$ cat src/rtl/vga_timing_generator.sv
// VGA raster timing generator with a pixel-source handshake.
// Counts the raster, presents coordinates to the pixel source, delays sync and
// blanking flags by the source latency, and registers the adapter outputs.
// PIXEL_LATENCY must lie in 1..8; H_TOTAL and V_TOTAL must not exceed 1024.
module vga_timing_generator #(
  parameter int unsigned H_VISIBLE     = 640,
  parameter int unsigned H_FRONT       = 16,
  parameter int unsigned H_SYNC        = 96,
  parameter int unsigned H_BACK        = 48,
  parameter int unsigned V_VISIBLE     = 480,
  parameter int unsigned V_FRONT       = 10,
  parameter int unsigned V_SYNC        = 2,
  parameter int unsigned V_BACK        = 33,
  parameter bit          HSYNC_POL     = 1'b0,
  parameter bit          VSYNC_POL     = 1'b0,
  parameter int unsigned PIXEL_LATENCY = 2
) (
  input  logic       clk,
  input  logic       rst_n,
  input  logic       enable,
  input  logic [3:0] pixel_r,
  input  logic [3:0] pixel_g,
  input  logic [3:0] pixel_b,
  output logic [9:0] pixel_x,
  output logic [9:0] pixel_y,
  output logic       pixel_req,
  output logic       line_start,
  output logic       frame_start,
  output logic [3:0] r,
  output logic [3:0] g,
  output logic [3:0] b,
  output logic       horizontal_sync,
  output logic       vertical_sync,
  output logic       video_output
);

  localparam int unsigned H_TOTAL = H_VISIBLE + H_FRONT + H_SYNC + H_BACK;
  localparam int unsigned V_TOTAL = V_VISIBLE + V_FRONT + V_SYNC + V_BACK;

  // Thresholds are 11 bits so a sync ending exactly at 1024 still compares correctly.
  localparam logic [9:0]  H_LAST       = 10'(H_TOTAL - 1);
  localparam logic [9:0]  V_LAST       = 10'(V_TOTAL - 1);
  localparam logic [10:0] H_VIS_END    = 11'(H_VISIBLE);
  localparam logic [10:0] V_VIS_END    = 11'(V_VISIBLE);
  localparam logic [10:0] H_SYNC_START = 11'(H_VISIBLE + H_FRONT);
  localparam logic [10:0] H_SYNC_END   = 11'(H_VISIBLE + H_FRONT + H_SYNC);
  localparam logic [10:0] V_SYNC_START = 11'(V_VISIBLE + V_FRONT);
  localparam logic [10:0] V_SYNC_END   = 11'(V_VISIBLE + V_FRONT + V_SYNC);
  localparam int unsigned LAST_STAGE   = PIXEL_LATENCY - 1;

  // Raster counters and running flag
  logic [9:0] h_q, h_d;
  logic [9:0] v_q, v_d;
  logic       run_q, run_d;

  // Stage-0 flags derived from the counters
  logic       vid0, hs0, vs0;
  logic       at_origin;
  logic [10:0] h_ext, v_ext;

  // Flag delay line, one bit per stage
  logic [PIXEL_LATENCY-1:0] vid_pipe_q, vid_pipe_d;
  logic [PIXEL_LATENCY-1:0] hs_pipe_q,  hs_pipe_d;
  logic [PIXEL_LATENCY-1:0] vs_pipe_q,  vs_pipe_d;

  // Adapter output registers
  logic [3:0] r_q, r_d;
  logic [3:0] g_q, g_d;
  logic [3:0] b_q, b_d;
  logic       hsync_q, hsync_d;
  logic       vsync_q, vsync_d;
  logic       video_q, video_d;

  // Counter advance: clear while disabled, hold at origin for the first running cycle
  always_comb begin
    h_d   = h_q;
    v_d   = v_q;
    run_d = enable;
    if (!enable) begin
      h_d = '0;
      v_d = '0;
    end else if (run_q) begin
      if (h_q == H_LAST) begin
        h_d = '0;
        if (v_q == V_LAST) begin
          v_d = '0;
        end else begin
          v_d = v_q + 10'd1;
        end
      end else begin
        h_d = h_q + 10'd1;
      end
    end
  end

  // Stage-0 video, sync and handshake flags
  always_comb begin
    h_ext     = {1'b0, h_q};
    v_ext     = {1'b0, v_q};
    at_origin = (h_q == '0);
    vid0      = run_q && (h_ext < H_VIS_END) && (v_ext < V_VIS_END);
    hs0       = run_q && (h_ext >= H_SYNC_START) && (h_ext < H_SYNC_END);
    vs0       = run_q && (v_ext >= V_SYNC_START) && (v_ext < V_SYNC_END);
  end

  // Shift the flags along the delay line so they meet the returned pixel
  always_comb begin
    vid_pipe_d    = vid_pipe_q;
    hs_pipe_d     = hs_pipe_q;
    vs_pipe_d     = vs_pipe_q;
    vid_pipe_d[0] = vid0;
    hs_pipe_d[0]  = hs0;
    vs_pipe_d[0]  = vs0;
    for (int unsigned i = 1; i < PIXEL_LATENCY; i++) begin
      vid_pipe_d[i] = vid_pipe_q[i-1];
      hs_pipe_d[i]  = hs_pipe_q[i-1];
      vs_pipe_d[i]  = vs_pipe_q[i-1];
    end
  end

  // Output stage: gate colour with delayed video, map syncs to their polarity
  always_comb begin
    video_d = vid_pipe_q[LAST_STAGE];
    r_d     = '0;
    g_d     = '0;
    b_d     = '0;
    if (vid_pipe_q[LAST_STAGE]) begin
      r_d = pixel_r;
      g_d = pixel_g;
      b_d = pixel_b;
    end
    hsync_d = hs_pipe_q[LAST_STAGE] ? HSYNC_POL : ~HSYNC_POL;
    vsync_d = vs_pipe_q[LAST_STAGE] ? VSYNC_POL : ~VSYNC_POL;
  end

  // State registers with asynchronous active-low reset
  always_ff @(posedge clk or negedge rst_n) begin
    if (!rst_n) begin
      h_q        <= '0;
      v_q        <= '0;
      run_q      <= 1'b0;
      vid_pipe_q <= '0;
      hs_pipe_q  <= '0;
      vs_pipe_q  <= '0;
      r_q        <= '0;
      g_q        <= '0;
      b_q        <= '0;
      hsync_q    <= ~HSYNC_POL;
      vsync_q    <= ~VSYNC_POL;
      video_q    <= 1'b0;
    end else begin
      h_q        <= h_d;
      v_q        <= v_d;
      run_q      <= run_d;
      vid_pipe_q <= vid_pipe_d;
      hs_pipe_q  <= hs_pipe_d;
      vs_pipe_q  <= vs_pipe_d;
      r_q        <= r_d;
      g_q        <= g_d;
      b_q        <= b_d;
      hsync_q    <= hsync_d;
      vsync_q    <= vsync_d;
      video_q    <= video_d;
    end
  end

  assign pixel_x         = h_q;
  assign pixel_y         = v_q;
  assign pixel_req       = vid0;
  assign line_start      = run_q && at_origin;
  assign frame_start     = run_q && at_origin && (v_q == '0);
  assign r               = r_q;
  assign g               = g_q;
  assign b               = b_q;
  assign horizontal_sync = hsync_q;
  assign vertical_sync   = vsync_q;
  assign video_output    = video_q;

endmodule

$ cat config.mk
export PLATFORM = sky130hd
export DESIGN_NAME = vga_timing_generator
export DESIGN_NICKNAME = d
export VERILOG_FILES = /design/src/rtl/vga_timing_generator.sv
export SDC_FILE = /design/constraint.sdc
export NUM_CORES = 1
export LEC_CHECK = 0
export CORE_ASPECT_RATIO = 1.4
export CORE_UTILIZATION = 51
export DETAILED_ROUTE_END_ITERATION = 10
export PLACE_DENSITY = 0.84
export SYNTH_ARGS = -nofsm -noshare
export SYNTH_HDL_FRONTEND = slang
export SYNTH_SLANG_ARGS = --single-unit
$ cat constraint.sdc
create_clock -name clk -period 3.95 [get_ports clk]
set_input_delay 0.79 -clock clk [delete_from_list [all_inputs] [get_ports clk]]
set_output_delay 0.79 -clock clk [all_outputs]
set_load 0.01 [all_outputs]
# Word-level counts from Yosys, hierarchy flattened
# Index checks and enable logic that the tools add are counted.
dict set report word_totals {
  regBits 42
  output_inout_bits 38
  wordCells 47
}
dict set report classes {
  n_addsub 2
  order_cmp 6
  eq_ne 4
  n_mux 12
  reduce_logical 11
}
# cell n
set ops {}
lappend ops {{10-bit two-way mux} 7}
lappend ops {{10-bit by 1-bit adder with 10-bit output, second input constant} 2}
lappend ops {{10-bit == test, second input constant} 2}
lappend ops {{10-bit zero test} 2}
lappend ops {{10-bit < comparator, second input constant} 2}
lappend ops {{10-bit by 9-bit < comparator with 1-bit output, second input constant} 2}
lappend ops {{4-bit two-way mux} 3}
lappend ops {{10-bit greater-or-equal comparator, second input constant} 1}
lappend ops {{10-bit by 9-bit greater-or-equal comparator with 1-bit output, second input constant} 1}
lappend ops {{1-bit logical AND} 8}
lappend ops {{2-bit by 1-bit != test with 1-bit output, second input constant} 2}
lappend ops {{1-bit two-way mux} 2}
lappend ops {{2-bit AND reduction} 1}

# Depth between registers and ports, before layout
dict set report depth {
  word_depth 5
  ltp_mapped 7
  ltp_nobuf 6
}

# Least setup slack after synthesis
# No wires, ideal clock.
dict set report synth_path {
  path_kind {register to output}
  start {register h_q[0], in the netlist pixel_x[0]}
  end {output frame_start}
  arrival_time_ps 1331
  t_required_ps 3160
  path_slack_ps 1829
  path_stages_with_launch 6
  path_cell_list {dfrtp_1 -> inv_1 -> ha_1 -> nor4b_1 -> and4_1 -> and4_1}
}
dict set report synth_via {
  elab_chain_len 3
}
# element line_no
set synth_lines {}
lappend synth_lines {{start, declared} 52} ;# logic [9:0] h_q, h_d;
lappend synth_lines {{start signal, assigned} 139} ;# h_q <= '0;
lappend synth_lines {{start signal, assigned} 152} ;# h_q <= h_d;
lappend synth_lines {{10-bit zero test} 100} ;# at_origin = (h_q == '0);
lappend synth_lines {{1-bit logical AND} --}
lappend synth_lines {{named net line_start} 27} ;# output logic line_start,
lappend synth_lines {{1-bit logical AND} 171} ;# assign frame_start = run_q && at_origin && (v_q == '0);
lappend synth_lines {{end, declared} 28} ;# output logic frame_start,
# The timed path passes the listed nets, and every way through them passes these cells.

# Worst setup path in the final report
dict set report layout_path {
  start {register h_q[0], in the netlist pixel_x[0]}
  end {output frame_start}
}
dict set report layout_via {
  elab_chain_len 3
}
# element line_no
set layout_lines {}
lappend layout_lines {{10-bit zero test} 100}
lappend layout_lines {{1-bit logical AND (2 in series)} 171}
# Every way passes these cells.

==> key figures <==
Detailed routing
  – DR vias: 1557
  – Final antenna-violating net count: 0
  – Detailed Route WL: 4390 um
  – WL/cell: 16.2 um
  – Average via count per standard cell: 5.75
  – Residual DRC: 0
  – First-pass DRT Iterations: 4
  – First-iteration detailed-routing DRC count: 43

Timing
  – Rel. slew slack: 39.8%
  – Worst Clk Skew: 11.2 ps
  – Final Critical Period: 2980 ps
  – RSZ-0062 raised after global routing: false
  – Setup TNS: 0 ps
  – FMAX: 335 MHz
  – Final setup viols: 0
  – Worst slew pin tran: 904 ps
  – Max Slew Vio Count: 0
  – Final Hold Vio Count: 0
  – Fin crit share: 75.5%

Placement
  – HPWL after detailed placement: 3110 um
  – Port Buf Inserts: 52
  – Placed instance count: 263
  – GPL Wtd Cong: 0.886

Clocking
  – TritonCTS clock tree: yes
  – Clk Latency, worst-skew pair: 300 ps
  – Post-CTS resize count: 0
  – Root Driver: clkbuf_8
  – Clock sinks: 42
  – Clock-pin transition on the worst setup and hold timing paths: 90 ps
  – Post-cts hold buffer count: 0
  – Inserted Clock Buffers: 5
  – H-tree depth: 2
  – CTS Buffer Depth: 2
  – Post-CTS setup buffer count: 0

Setup path
  – CP required: 3160 ps
  – Crit path kind: flip-flop to output port
  – CP max FO: 7
  – Cell chain of the critical path: inv_1 -> ha_1 -> nor4b_1 -> and4_1 -> and4_1 -> clkdlybuf4s50_1
  – Slowest-stage cell, CP: clkdlybuf4s50_1
  – Critical path depth: 6
  – Reg2reg start: pixel_x[0]
  – CP peak stage delay: 530 ps
  – Cell mode on critical path: and4_1
  – Setup slack, reg-to-reg: 1950 ps
  – Crit path capture: frame_start
  – CP Launch Point: pixel_x[0]
  – Worst reg2reg endpoint: pixel_y[3]
  – CP Capture Type: output port
  – CP top delay family: simple AND/OR/NAND/NOR gates
  – Critical Path Start Type: flip-flop
  – Critical Path AT: 2190 ps
  – Buffers & Inverters on Critical Path: 2
  – R2R depth: 5

Synth
  – Syn. warnings: 0
  – Seq/Total Area, Yosys: 55.5%
  – Gate Count Post-Synth: 176
  – Main synth FF type: dfrtp_1
  – Mapped Nets: 195
  – Synthesized flop and latch total: 42
  – Synth Cell Area: 0.00190 sq mm
  – Post-synth ARST share: 100%
  – Netlist cell types: 46
  – Number of synthesized flops with an enable pin: 0
  – Mean Syn Cell Area: 10.8 sq um

Global route
  – Pin count of the biggest net entering global routing: 43
  – Initial antenna violation count: 0
  – Vias in the first global route: 1562
  – First-pass GRT wire length: 7140 um
  – Overflow after GRT: 0
  – Tot GR Track Use: 25.4%

Floorplanning
  – Row Count: 25
  – Die H: 74.2 um
  – Initial Util: 54.7%
  – IO Count: 53
  – Die X: 53.6 um
  – Core area: 0.00347 sq mm
  – DIE AREA: 0.00398 sq mm

Finish
  – Commonest non-fill, non-tap cell in the layout: clkdlybuf4s50_1
  – Layout area overhead: 35.8%
  – Final #Nets: 249
  – Fillers: 238
  – Most frequent cells in the layout: 51 x clkdlybuf4s50_1, 40 x dfrtp_1, 15 x nand2_1
  – Final std cells w/o fill: 271
  – Final antenna diode count: 0
  – Layout Utilization: 74.3%
  – Share of cells above drive strength 1: 7.79%

Hold path
  – Min-Delay Path Class: flip-flop to flip-flop

Status
  – Status: finished, final reports clean

Power and ir drop
  – Cell Pwr Density: 359 mW/mm^2
  – VDD IR-drop max: 345 uV
  – Static leakage power: 1.11 nW

Flow run
  – Max-Cap Viols: 0
==> state kept, by name, indices dropped and copies added, names as in the netlist <==
register         count
vid_pipe_q           2
run_q                1
horizontal_sync      1
vertical_sync        1
video_output         1
pixel_y             10
pixel_x             10
vs_pipe_q            2
r                    4
g                    4
hs_pipe_q            2
b                    4
==> metrics by stage <==
stage / hold WS [ps] / power [mW] / cell area [sq um] / setup WS, ps
floorplan: 331 / 0.480 / 1900 / 1830
global placement: 337 / 0.529 / 2440 / 1330
detailed placement: 336 / 0.532 / 2440 / 1300
CTS: 360 / 0.937 / 2580 / 972
global route: 361 / 0.960 / 2580 / 929
finish: 356 / 0.926 / 2580 / 968
==> Yosys cell counts (all sizes together) (4+ instances only) <==
master  number  area, sq um
nand3        6         30.0
inv         12         45.0
and4         4         35.0
and2        14         87.6
xor2         4         35.0
and3         4         25.0
ha           4         50.1
nor4         4         25.0
nor2         8         30.0
dfrtp       40         1000
nor3         6         30.0
o21ai        5         25.0
nand2       15         56.3
nand4        8         65.1
==> worst reg2reg max path: stages, from the launching register on <==
cell and delay [ps]:
dfrtp_1 440, ha_1 190, and3_1 400, a41o_1 530
o21ai_1 140, a21o_1 200
==> worst min path at each step <==
stage	slack, ps	from	cells after the start	end
floorplan	330	hs_pipe_q[0]	0	hs_pipe_q[1]
global placement	340	hs_pipe_q[0]	0	hs_pipe_q[1]
detailed placement	340	hs_pipe_q[0]	0	hs_pipe_q[1]
CTS	360	vid_pipe_q[0]	0	vid_pipe_q[1]
global route	360	vid_pipe_q[0]	0	vid_pipe_q[1]
finish	360	vid_pipe_q[0]	0	vid_pipe_q[1]
==> metal layers <==
layer | wire, um | vias up | global-route usage [%]
met5 | 0 | - | 0
met3 | 248 | 6 | 7.36
met4 | 67 | 0 | 11.4
met1 | 1880 | 764 | 28.9
met2 | 2200 | 53 | 43.1
li1 | - | 734 | -
==> layout make-up <==
cell class	count	area [sq um]	share of cell area, %
Clock buffer	5	68.8	2.67
Timing Repair Buffer	52	515	20.0
Sequential cell	42	1050	40.8
Multi-Input combinational cell	117	778	30.2
Clock inverter	3	68.8	2.67
Inverter	12	45.0	1.75
Tap cell	40	50.0	1.94
==> power by group <==
part	switching [mW]	internal, mW	total [mW]	leakage [nW]
logic	0.0345	0.0409	0.0754	0.481
registers	0.00733	0.440	0.447	0.556
clock network	0.150	0.253	0.403	0.0683
total	0.192	0.734	0.926	1.11
==> cells by family (layout without fill, tap and decap cells) <==
| kind of cell | after synthesis | count (layout) | synth area share (%) |
|---|---|---|---|
| fa+ha+maj | 4 | 4 | 2.64 |
| buf+inv | 17 | 72 | 3.56 |
| simple gates | 80 | 80 | 24.6 |
| mux | 1 | 1 | 0.527 |
| compound gates | 28 | 28 | 11.3 |
| xor+xnor | 4 | 4 | 1.84 |
| flops | 42 | 42 | 55.5 |
No activity file was read; power rests on OpenSTA's default activity.
